### config.mk
export PLATFORM = sky130hd
export DESIGN_NAME = systolic_result_drain_flat
export DESIGN_NICKNAME = d
export VERILOG_FILES = /design/src/rtl/systolic_result_drain_if.sv /design/src/rtl/systolic_result_drain.sv /design/src/flat_wrapper.sv
export SDC_FILE = /design/constraint.sdc
export NUM_CORES = 1
export LEC_CHECK = 0
export CORE_MARGIN = 4
export CORE_UTILIZATION = 54
export CTS_BUF_LIST = sky130_fd_sc_hd__clkbuf_4 sky130_fd_sc_hd__clkbuf_8 sky130_fd_sc_hd__clkbuf_16
export CTS_CLUSTER_DIAMETER = 120
export DETAILED_ROUTE_END_ITERATION = 16
export PLACE_DENSITY_LB_ADDON = 0.15
export SLEW_MARGIN = 20
export SYNTH_ARGS = -nofsm -noshare
export SYNTH_HDL_FRONTEND = slang
export SYNTH_SLANG_ARGS = --single-unit
### constraint.sdc
create_clock -name clk -period 12.9 [get_ports clk]
set_clock_uncertainty 0.15 [all_clocks]
set_input_delay 3.225 -clock clk [delete_from_list [all_inputs] [get_ports clk]]
set_output_delay 3.225 -clock clk [all_outputs]
set_load 0.01 [all_outputs]
### src/rtl/systolic_result_drain_if.sv
// ============================================================================
// systolic_result_drain_if: result-input and element-output handshake bundle.
// Rev 1.0
// ============================================================================
`timescale 1ns/1ps
`default_nettype none

interface systolic_result_drain_if;
    logic         valid_in;
    logic [144:0] matrix_c_in;
    logic         out_valid;
    logic         out_ready;
    logic [15:0]  out_data;
    logic [3:0]   out_index;
    logic         out_last;

    modport master (
        output valid_in, matrix_c_in, out_ready,
        input  out_valid, out_data, out_index, out_last
    );

    modport slave (
        input  valid_in, matrix_c_in, out_ready,
        output out_valid, out_data, out_index, out_last
    );
endinterface

`default_nettype wire

### src/rtl/systolic_result_drain.sv
// ============================================================================
// systolic_result_drain: 2-entry FIFO of 3x3 results streamed one element per
// handshake. Macro DRAIN_SAT_EN saturates elements to unsigned 8 bits. Rev 1.0
// ============================================================================
`timescale 1ns/1ps
`default_nettype none

module systolic_result_drain (
    input  wire logic               clk,
    input  wire logic               reset,
    systolic_result_drain_if.slave  bus,
    output logic                    busy,
    output logic                    overflow
);

    typedef enum logic [0:0] {
        ST_IDLE   = 1'b0,
        ST_STREAM = 1'b1
    } state_t;

    state_t       r_state;
    logic [143:0] r_buf [2];
    logic         r_head;
    logic [1:0]   r_count;
    logic [3:0]   r_elem;
    logic         r_overflow;

    logic         w_valid;
    logic         w_last;
    logic         w_hs;
    logic         w_pop;
    logic         w_wr;
    logic         w_tail;
    logic [143:0] w_head_entry;
    logic [7:0]   w_sel;
    logic [15:0]  w_elem;
    logic [15:0]  w_fmt;
    logic         w_unused_msb;

    assign w_valid = (r_state == ST_STREAM);
    assign w_last  = w_valid & (r_elem == 4'd8);
    assign w_hs    = w_valid & bus.out_ready;
    assign w_pop   = w_hs & (r_elem == 4'd8);
    // A full buffer can still take a result in the cycle its head is popped.
    assign w_wr    = bus.valid_in & (~r_count[1] | w_pop);
    // Slot after the current tail; with two entries this wraps onto the head.
    assign w_tail  = r_head ^ r_count[0];

    assign w_unused_msb = bus.matrix_c_in[144];

    always_ff @(posedge clk) begin
        if (!reset) begin
            r_state    <= ST_IDLE;
            r_head     <= 1'b0;
            r_count    <= 2'd0;
            r_elem     <= 4'd0;
            r_overflow <= 1'b0;
        end else begin
            if (bus.valid_in && !w_wr) begin
                r_overflow <= 1'b1;
            end
            if (w_hs) begin
                r_elem <= w_pop ? 4'd0 : r_elem + 4'd1;
            end
            if (w_pop) begin
                r_head <= ~r_head;
            end
            case ({w_wr, w_pop})
                2'b10:   r_count <= r_count + 2'd1;
                2'b01:   r_count <= r_count - 2'd1;
                default: r_count <= r_count;
            endcase
            case (r_state)
                ST_IDLE: begin
                    if (w_wr) begin
                        r_state <= ST_STREAM;
                    end
                end
                ST_STREAM: begin
                    if (w_pop && !w_wr && (r_count == 2'd1)) begin
                        r_state <= ST_IDLE;
                    end
                end
                default: r_state <= ST_IDLE;
            endcase
        end
    end

    always_ff @(posedge clk) begin
        if (reset && w_wr) begin
            r_buf[w_tail] <= bus.matrix_c_in[143:0];
        end
    end

    assign w_head_entry = r_buf[r_head];
    assign w_sel        = {r_elem, 4'b0000};
    assign w_elem       = w_head_entry[w_sel +: 16];

`ifdef DRAIN_SAT_EN
    assign w_fmt = (|w_elem[15:8]) ? 16'h00FF : {8'h00, w_elem[7:0]};
`else
    assign w_fmt = w_elem;
`endif

    // Masking keeps out_data at zero while empty, including straight out of reset.
    assign bus.out_data  = w_valid ? w_fmt : 16'h0000;
    assign bus.out_valid = w_valid;
    assign bus.out_index = r_elem;
    assign bus.out_last  = w_last;
    assign busy          = w_valid;
    assign overflow      = r_overflow;

endmodule

`default_nettype wire

### src/flat_wrapper.sv
// flat-port wrapper written by rule: the top's interface ports become plain ports
module systolic_result_drain_flat 
  (clk, reset, busy, overflow, bus_valid_in, bus_matrix_c_in, bus_out_ready, bus_out_valid, bus_out_data, bus_out_index, bus_out_last);
  systolic_result_drain_if bus_i ();
  input  wire logic clk;
  input  wire logic reset;
  output logic busy;
  output logic overflow;
  input wire logic [$bits(bus_i.valid_in)-1:0] bus_valid_in;
  input wire logic [$bits(bus_i.matrix_c_in)-1:0] bus_matrix_c_in;
  input wire logic [$bits(bus_i.out_ready)-1:0] bus_out_ready;
  output wire logic [$bits(bus_i.out_valid)-1:0] bus_out_valid;
  output wire logic [$bits(bus_i.out_data)-1:0] bus_out_data;
  output wire logic [$bits(bus_i.out_index)-1:0] bus_out_index;
  output wire logic [$bits(bus_i.out_last)-1:0] bus_out_last;
  assign bus_i.valid_in = bus_valid_in;
  assign bus_i.matrix_c_in = bus_matrix_c_in;
  assign bus_i.out_ready = bus_out_ready;
  assign bus_out_valid = bus_i.out_valid;
  assign bus_out_data = bus_i.out_data;
  assign bus_out_index = bus_i.out_index;
  assign bus_out_last = bus_i.out_last;
  systolic_result_drain u_core (.clk(clk), .reset(reset), .bus(bus_i), .busy(busy), .overflow(overflow));
endmodule
# == Yosys cells after proc, flatten, opt, wreduce, memory -nomap -nowiden ==
# Memory sizes are Yosys's and may differ from the RTL's. A register that Yosys moved wholly into a read port is not among the register bits.
# Index checks and enable logic that the tools add are counted.
# op_classes
n_addsub,3
n_eq_ne,4
shifts,1
mux,10
bitwise,9
reduce_logical,6
# ops
operator,count
144-bit by 9-bit variable part select with 16-bit output,1
16-bit two-way mux,1
1-bit two-way mux,6
"4-bit by 1-bit adder with 4-bit output, second input constant",1
1-bit bitwise AND,4
"2-bit by 1-bit == test with 1-bit output, second input constant",2
"4-bit == test, second input constant",1
1-bit logical AND,4
4-bit two-way mux,1
2-bit case mux with 2 select lines,1
1-bit NOT,3
"2-bit by 1-bit adder with 2-bit output, second input constant",1
"2-bit == test, second input constant",1
1-bit case mux with 2 select lines,1
2-bit nonzero test,1
"2-bit by 1-bit subtractor with 2-bit output, second input constant",1
1-bit zero test,1
1-bit OR,1
1-bit bitwise XOR,1
# word_totals
regBits,9
ramBits,288
in_bits,149
out_inout_bits,24
word_cells,39
n_memories,1
# memory_table
name,words,word_bits,rd,rd_clocked_by_memory_dff,write_ports,line_no,rtl
u_core.r_buf,2,144,1,1,1,systolic_result_drain.sv:22,logic [143:0] r_buf [2];

# == Depth between registers and ports, before layout ==
# Gate-level depths: netlist of the first run.
# depth
depth_word,9
ltp_mapped,12
mapped_depth_nobuf,10

# == Worst setup path after synthesis of the first run ==
# No wires, ideal clock.
# synth_timing
kind,input port to flip-flop
startpoint,input port bus_out_ready
endpoint,memory u_core.r_buf[1][0] (enable)
arrival_ns,10.030
t_required_ns,12.084
path_slack_ns,2.054
path_stages,4
path_buffers,0
path_cell_list,nand2_1 o21ai_1 nand3_1 nor2b_1
# synth_via
elab_chain_cells,7
# synth_lines
item,line_no,rtl
start: declaration,flat_wrapper.sv:11,input wire logic [$bits(bus_i.out_ready)-1:0] bus_out_ready;
1-bit bitwise AND,systolic_result_drain.sv:42,assign w_hs = w_valid & bus.out_ready;
1-bit bitwise AND,systolic_result_drain.sv:43,assign w_pop = w_hs & (r_elem == 4'd8);
1-bit OR,systolic_result_drain.sv:45,assign w_wr = bus.valid_in & (~r_count[1] | w_pop);
1-bit bitwise AND,systolic_result_drain.sv:45,
1-bit logical AND,systolic_result_drain.sv:90,if (reset && w_wr) begin
1-bit two-way mux,systolic_result_drain.sv:90,
1-bit two-way mux (not written as such),systolic_result_drain.sv:91,r_buf[w_tail] <= bus.matrix_c_in[143:0];
end: declaration,systolic_result_drain.sv:22,
# No other way between the ends.

# == Worst setup path in the final report of the first run ==
# layout_timing
startpoint,input port bus_out_ready
endpoint,memory u_core.r_buf[1][99] (enable)
# Same word-level chain as after synthesis.

==> qor.yml, run 1 <==
status:
  outcome: "completed"
global_route:
  grt_use_met3: 0.04197
  grt_util_met2: 0.3118
  grt_use_met1: 0.2674
  track_usage: 0.1916
  grt-ovfl-total: 0
  grt_antenna_before_repair: 3
  grt_pass1_vias: 6466
  grt_max_degree: 74
  grt_pass1_wl_um: 35330
  grt_busiest_layer: "met2"
logic_synthesis:
  muxShareOfSynthArea: 0.1451
  synth_cells: 588
  seq_area_frac_synth: 0.7635
  synthAdderAreaFrac: 0.005398
  synth_edf_count: 288
  yosysMostFrequentCell: "edfxtp_1"
  yosysTopAreaCellShare: 0.7463
  synth_compound_area_frac: 0.03779
  syn_area_mm2: 0.01159
  async_reset_ff_frac: 0
  syn-num-nets: 742
  ys_types: 33
  ys.flop_type: "edfxtp_1"
  synth-simple-area-share: 0.02678
  synth_common_cells: "288 x edfxtp_1, 96 x mux2i_1, 32 x mux4_2, 27 x a22oi_1, 21 x nand3_1"
  yosys.area.top_type: "edfxtp_1"
  synth_warnings: 0
  synth_top_family_by_area: "multiplexers"
  synthTopCellsByArea: "edfxtp_1 75%, mux2i_1 8.3%, mux4_2 6.2%"
  ys_seq_elements: 298
  syn_area_per_cell_um2: 19.71
  synth_xor_area_frac: 0.002267
finish:
  fin_util: 0.6905
  area_growth_pct: 25.65
  drive_gt1_frac: 0.1217
  fin_nets: 921
  nFillCells: 1338
routing:
  wl_per_cell_um: 21.87
  vias_per_cell: 5.685
  vias: 6060
  routed_wl_um: 23310
  ant_nets: 0
  firstDrtPassIters: 5
  drtIter0Drc: 427
  drc: 0
sta:
  fmax_mhz: 147.8
  min_period_ps: 6767
  tns_ps: 0
  period_share: 0.5246
  relSlewSlack: 0.3132
  finalHoldViolCount: 0
  slew_viol_final: 0
  worst_slack_ps: 6133
  rsz0062_at_grt: "no"
  setup-violations-final: 0
  worstMarginPinSlew_ps: 1028
setup_path:
  endpoint_kind: "flop"
  slowest_stage: "nor2b_4"
  path_buf_inv: 3
  cp.required_ps: 12900
  reg2reg_slack_ps: 8130
  crit_chain: "clkdlybuf4s50_1 -> nand2_1 -> o21ai_1 -> nand3_1 -> nor2b_4 -> buf_4 -> buf_4"
  max_stage_delay_ps: 860
  rr_worst_depth: 8
  rr_startpoint: "u_core.bus.out_index[1]"
  crit_fanout: 56
  crit_family: "buffers and inverters"
  path_class: "primary input to flop"
  cp_data_arrival_time_ps: 6770
  cpMostUsedCell: "buf_4"
  start_kind: "primary input"
  timing.rr.end: "u_core.r_buf[1][99]"
clocking:
  clockRootBuffer: "clkbuf_16"
  cts_tree: "built"
  postCtsSetupRepairBufs: 0
  holdBufCountCts: 0
  ctsLongestPathBuffers: 3
  cts_max_level: 1
  clk_latency_ps: 520
  cts-resized-gates: 0
  cts_inserted_buffers: 29
  clk_pin_slew_worst_paths_ps: 60
  clock-sinks: 298
power_and_ir_drop:
  irDropWorstVdd_mv: 0.1170
  powerDensity_mw_per_mm2: 147.1
  cellLeakagePower_nw: 4.682
hold_path:
  hp-start: "u_core.overflow"
  hold_end: "u_core.overflow"
  min_path_type: "flop to flop"
  hold_depth: 1
die:
  io_pins: 173
  num_rows: 53
  core_area_mm2: 0.02109
  die_h_um: 154.5
  die_area_mm2: 0.02387
  die_x_um: 154.5
  start_util: 0.5495
job:
  cap_violations: 0
placed_design:
  pre_cts_slack_ps: 5559
  numPortBuffers: 171
  gp_congestion: 0.7770
  dpl.hpwl_um: 15340
==> area by class of cell <==
cell class	count	area [µm²]	area share
Inverter	4	15.01	0.001031
Antenna cell	2	5.005	0.0003437
Sequential cell	298	8853	0.6080
Timing Repair Buffer	180	1779	0.1222
Tap cell	275	344.1	0.02363
Clock inverter	23	292.8	0.02011
Multi-Input combinational cell	254	2539	0.1743
Clock buffer	30	733.2	0.05035
==> metal layers <==
metal | part of all wire | up-vias
met4 | 0.021 | 2
li1 | - | 2771
met2 | 0.49 | 224
met1 | 0.41 | 3028
met5 | 0.00056 | -
met3 | 0.076 | 35
==> through the flow <==
step                hold WS, ps  area [µm²]  cells  power (W)
floorplan                 359.1       11590    588   0.001193
global placement          308.4       13530   1011   0.001262
detailed placement        315.7       13530   1011   0.001269
CTS                       333.7       14560   1064   0.002161
global route              366.4       14560   1066   0.002217
finish                    329.0       14560   1066   0.002141
==> power breakdown <==
group	internal, W	switching [W]
Sequential	0.00110	0.00000966
Clock	0.000552	0.000342
Combinational	0.0000710	0.0000631
Total	0.00173	0.000415
==> placed cells by master, fill, tap and decap left out, drive strengths merged <==
cell and count:
clkbuf 30, nor3 1, and2 4, clkinv 15, o221ai 16, a21boi 2
a211oi 1, xor2 3, mux4 32, nor4 1, diode 2, nand3b 2
clkinvlp 1, o21ai 4, o21a 1, a21oi 9, a22oi 27, dfxtp 10
edfxtp 288, buf 9, nor3b 2, inv 4, nand2 10, bufinv 7
nor2 6, clkdlybuf4s50 171, or3b 1, mux2i 96, nor2b 9, and3 1
nand3 21, ha 5
==> cell families after synthesis <==
| kind of cell | after synthesis |
|---|---|
| compound gates | 60 |
| xor+xnor | 3 |
| fa+ha+maj | 5 |
| buf+inv | 36 |
| flops | 298 |
| mux | 128 |
| simple gates | 58 |
==> how the worst max path moves through the flow <==
stage / start / end / slack (ps) / cells past startpoint
detailed placement: bus_out_ready / u_core.r_buf[1][64] / 5560 / 7
finish: bus_out_ready / u_core.r_buf[1][99] / 6130 / 7
floorplan: bus_out_ready / u_core.r_buf[1][0] / 2050 / 4
CTS: flop / bus_out_data[4] / 6050 / 5
global route: bus_out_ready / u_core.r_buf[1][80] / 5850 / 7
global placement: bus_out_ready / u_core.r_buf[1][99] / 5650 / 7
==> state kept, by name (all words and copies together), names as in the netlist, named ones only <==
name,cells
u_core.bus.out_valid,1
u_core.r_count,2
u_core.r_head,1
u_core.r_buf,288
u_core.overflow,1
u_core.bus.out_index,4
(Power assumes the default switching activity.)
==> run 2: changes to the inputs <==
Clock period 12.9 ns to 6.4 ns, I/O delays scaled along.
==> run 2 against run 1 <==
Final area increased by 0.12%. Register-to-register slack got worse by 5300 ps. Sequential power increased by 100%. First-iteration DRC count decreased by 22%. Via count decreased by 0.71%. Final cell count about the same. Critical endpoint is now bus_out_data[15]. Largest cell class unchanged.
==> qor.yml, run 2 (synthesis results as in run 1) <==
sta:
  worst_slack_ps: 1321
  setup-violations-final: 0
  worstMarginPinSlew_ps: 1068
  finalHoldViolCount: 0
  fmax_mhz: 196.9
  tns_ps: 0
  min_period_ps: 5079
  relSlewSlack: 0.2880
  period_share: 0.7937
  rsz0062_at_grt: "no"
  slew_viol_final: 0
placed_design:
  numPortBuffers: 171
  dpl_cell_area_mm2: 0.01358
  pre_cts_slack_ps: 1823
  placedCellCount: 1012
  gp_congestion: 0.8047
  dpl.hpwl_um: 15070
global_route:
  grt_busiest_layer: "met2"
  grt_max_degree: 83
  grt_pass1_wl_um: 35540
  grt_pass1_vias: 6411
  grt_use_met3: 0.04001
  track_usage: 0.1918
  grt_util_met2: 0.3249
  grt_use_met1: 0.2602
  grt_antenna_before_repair: 0
  grt-ovfl-total: 0
finish:
  final_cell_mix: "288 x edfxtp_1, 171 x clkdlybuf4s50_1, 96 x mux2i_1"
  area_growth_pct: 25.80
  largest_register_ffs: 288
  drive_gt1_frac: 0.1275
  largest_register: "u_core.r_buf"
  layoutNonFillerInstCount: 1067
  final_common_cell: "edfxtp_1"
  final_area_mm2: 0.01458
  diodes: 0
  fin_nets: 923
routing:
  drtIter0Drc: 333
  ant_nets: 0
  wl_per_cell_um: 21.58
  vias_per_cell: 5.639
  firstDrtPassIters: 5
  routed_wl_um: 23030
  drc: 0
  vias: 6017
setup_path:
  cp.required_ps: 4650
  cp_data_arrival_time_ps: 3330
  crit_fanout: 36
  reg2reg_slack_ps: 2810
  endpoint: "bus_out_data[15]"
  rr_worst_depth: 7
  endpoint_kind: "output port"
  rr_startpoint: "u_core.bus.out_index[1]"
  path_class: "flop to output port"
  timing.rr.end: "u_core.r_buf[0][33]"
  start_kind: "flop"
power_and_ir_drop:
  powerDensity_mw_per_mm2: 291.4
  power_frac_seq: 0.528
  p_int_w: 0.003402
  power.share.clock: 0.407
  cellLeakagePower_nw: 4.670
  combPwrFrac: 0.065
  p_sw_w: 0.0008460
  total_power_w: 0.004248
  switching_share: 0.1991
  irDropWorstVdd_mv: 0.2275
clocking:
  clk_pin_slew_worst_paths_ps: 60
  postCtsSetupRepairBufs: 0
  clk_latency_ps: 540
  clockRootBuffer: "clkbuf_16"
  cts_max_level: 1
  ctsLongestPathBuffers: 3
  cts_tree: "built"
  cts_inserted_buffers: 30
  holdBufCountCts: 0
  cts-resized-gates: 0
  clock-sinks: 298
die:
  die_h_um: 154.5
  start_util: 0.5495
  die_x_um: 154.5
  die_area_mm2: 0.02387
  num_rows: 53
  io_pins: 173
  core_area_mm2: 0.02109
hold_path:
  min_path_type: "flop to flop"
  hp-start: "u_core.overflow"
status:
  outcome: "completed"
job:
  cap_violations: 0
run 2: cell count changes in the layout (fill, tap and decap cells not counted), moves of 2 or more:
| cell | before | now |
|---|---|---|
| clkbuf_4 | 1 | 6 |
| clkinvlp_4 | 1 | 6 |
| bufinv_16 | 7 | 3 |
| clkinv_2 | 7 | 3 |
| buf_12 | 0 | 3 |
| buf_4 | 9 | 7 |
| clkbuf_16 | 29 | 31 |
| clkinv_1 | 6 | 4 |
| diode_2 | 2 | 0 |
run 2: worst max-delay path: stages (launching register included):
cell and delay (ps):
dfxtp_4 790, buf_12 330, mux4_2 540, mux2i_1 290, o221ai_1 220, clkdlybuf4s50_1 540
run 2: per-layer routing:
layer,vias up,share of wire,wire length (µm)
li1,2778,-,-
met5,-,0,0
met2,195,0.50,11510
met3,33,0.070,1608
met4,0,0.019,428
met1,3011,0.41,9481
run 2: area by class of cell:
class / count / area, µm²
Multi-Input combinational cell: 254 / 2539
Sequential cell: 298 / 8853
Timing Repair Buffer: 181 / 1824
Tap cell: 275 / 344.1
Inverter: 4 / 15.01
Clock buffer: 37 / 820.8
Clock inverter: 18 / 182.7
Fill cell: 1368 / 6509
run 2: worst min-delay path by stage:
stage                           end  cells past startpoint  slack [ps]
floorplan           u_core.overflow                      1         360
global placement    u_core.overflow                      1         310
detailed placement  u_core.overflow                      1         310
CTS                 u_core.overflow                      1         330
global route        u_core.overflow                      1         350
finish              u_core.overflow                      1         330
run 2: through the flow:
step / utilization / hold WS [ps]
final: 0.6913 / 328.6
after global routing: 0.6913 / 347.1
after CTS: 0.6913 / 328.0
after detailed placement: 0.6438 / 313.6
after global placement: 0.6438 / 305.1
after floorplan: - / 359.1
run 2: power groups by stage:
stage               sequential (W)  combinational (W)  clock (W)
finish                     0.00224           0.000276    0.00173
CTS                        0.00224           0.000279    0.00176
floorplan                  0.00229           0.000109          0
global route               0.00225           0.000296    0.00185
global placement           0.00228           0.000267          0
detailed placement         0.00228           0.000277          0
==> run 3: changes to the inputs <==
Settings changed: CORE_UTILIZATION 54 to 49.
Clock period 6.4 ns to 4.31 ns, I/O delays scaled along.
==> run 3 against run 2 <==
Routed wire length up 2.7%. Register-to-register slack worse by 1500 ps. Worst setup slack worse by 1100 ps. Power up 46%. Final area up 1.2%. First-iteration DRC count up 22%. Sequential power up 49%. Non-clock buffer count up 10. Combinational power up 50%. Via count up 0.38%. Die area up 9.7%. Largest cell class unchanged.
==> qor.yml, run 3 (synthesis results as in run 1) <==
power_and_ir_drop:
  p_int_w: 0.004992
  p_sw_w: 0.001227
  switching_share: 0.1973
  power.share.clock: 0.398
  power_frac_seq: 0.535
  powerDensity_mw_per_mm2: 421.6
  combPwrFrac: 0.067
  irDropWorstVdd_mv: 0.3650
  cellLeakagePower_nw: 4.746
routing:
  drtIter0Drc: 406
  firstDrtPassIters: 6
  routed_wl_um: 23640
  vias_per_cell: 5.388
  wl_per_cell_um: 21.09
  drc: 0
  vias: 6040
  ant_nets: 0
die:
  core_area_mm2: 0.02340
  num_rows: 56
  io_pins: 173
  die_x_um: 161.8
  start_util: 0.4952
  die_h_um: 161.8
  die_area_mm2: 0.02617
clocking:
  cts_max_level: 1
  clockRootBuffer: "clkbuf_16"
  cts_tree: "built"
  holdBufCountCts: 0
  clock-sinks: 298
  clk_pin_slew_worst_paths_ps: 60
  ctsLongestPathBuffers: 3
  cts_inserted_buffers: 30
  clk_latency_ps: 530
finish:
  fin_nets: 933
  layoutNonFillerInstCount: 1121
  nFillCells: 1662
  area_growth_pct: 27.27
  final_common_cell: "edfxtp_1"
  drive_gt1_frac: 0.1384
  final_cell_mix: "288 x edfxtp_1, 171 x clkdlybuf4s50_1, 96 x mux2i_1"
  largest_register: "u_core.r_buf"
  largest_register_ffs: 288
  final_area_mm2: 0.01475
  diodes: 0
setup_path:
  crit_family: "buffers and inverters"
  crit_fanout: 14
  path_buf_inv: 2
  rr_startpoint: "u_core.bus.out_index[1]"
  cp_data_arrival_time_ps: 2850
  endpoint_kind: "output port"
  reg2reg_slack_ps: 1310
  timing.rr.end: "u_core.r_buf[1][46]"
  slowest_stage: "dfxtp_4"
  max_stage_delay_ps: 550
  path_class: "flop to output port"
  crit_chain: "buf_4 -> mux4_2 -> mux2i_1 -> o221ai_1 -> clkdlybuf4s50_1"
  cp.required_ps: 3080
  rr_worst_depth: 7
  start_kind: "flop"
sta:
  worstMarginPinSlew_ps: 627.6
  setup-violations-final: 0
  fmax_mhz: 245.1
  tns_ps: 0
  slew_viol_final: 0
  finalHoldViolCount: 0
  period_share: 0.9466
  rsz0062_at_grt: "no"
  relSlewSlack: 0.5810
  min_period_ps: 4080
hold_path:
  hold_depth: 1
  hold_end: "u_core.overflow"
  min_path_type: "flop to flop"
  hp-start: "u_core.overflow"
global_route:
  grt_pass1_wl_um: 36670
  grt_pass1_vias: 6522
  track_usage: 0.1802
  grt_antenna_before_repair: 0
  grt_max_degree: 62
  grt-ovfl-total: 0
placed_design:
  gp_congestion: 0.7664
  dpl_cell_area_mm2: 0.01379
  numPortBuffers: 171
  placedCellCount: 1066
  dpl.hpwl_um: 15950
status:
  outcome: "completed"
job:
  cap_violations: 0
[run 3: cell count changes in the layout (fill, tap and decap cells not counted), sizes merged]
cell / delta
buf: +10
clkbuf: +1
inv: -1
clkinvlp: -6
clkinv: +7
bufinv: -1
[run 3: power by group through the flow]
stage	Combinational, W	Sequential, W	Clock (W)
finish	0.000414	0.00333	0.00247
CTS	0.000420	0.00333	0.00254
global route	0.000448	0.00334	0.00266
global placement	0.000406	0.00338	0
floorplan	0.000164	0.00339	0
detailed placement	0.000419	0.00339	0
[run 3: through the flow]
step | setup slack [ps] | utilization | power, W | hold WS (ps)
detailed placement | 721.4 | 0.5892 | 0.003811 | 306.8
finish | 230.0 | 0.6302 | 0.006219 | 321.3
CTS | 149.7 | 0.6300 | 0.006290 | 325.8
floorplan | 15.23 | - | 0.003555 | 359.1
global route | 82.54 | 0.6302 | 0.006447 | 352.3
global placement | 751.4 | 0.5892 | 0.003791 | 309.0
[run 3: timing repair]
action                     CTS  global route
gates resized for setup      0             1
setup buffers                0             0
setup endpoints to repair    0             2
[run 3: layer usage]
metal	wire, µm	vias up	GRT usage
met5	0	-	0
met4	511	0	0.04498
met3	1432	38	0.03755
met2	11610	177	0.2993
met1	10080	3043	0.2476
li1	-	2782	-
[run 3: layout make-up]
type	count	area [µm²]	share of cell area
sequential	298	8853	0.6003
multi-input combinational	254	2552	0.1731
timing repair buffer	191	1974	0.1339
clock buffer	38	828.3	0.05616
tap	319	399.1	0.02706
clock inverter	17	126.4	0.008568
inverter	4	15.01	0.001018
[run 3: how the worst max path moves through the flow]
stage / to / depth (start not counted) / slack, ps / start
2_1_floorplan: u_core.r_buf[1][0] / 4 / 20 / bus_out_ready
3_3_place_gp: bus_out_data[9] / 5 / 750 / flop
3_5_place_dp: bus_out_data[9] / 5 / 720 / flop
4_1_cts: bus_out_data[9] / 5 / 150 / flop
5_1_grt: bus_out_data[11] / 5 / 80 / flop
6_report: bus_out_data[10] / 5 / 230 / flop
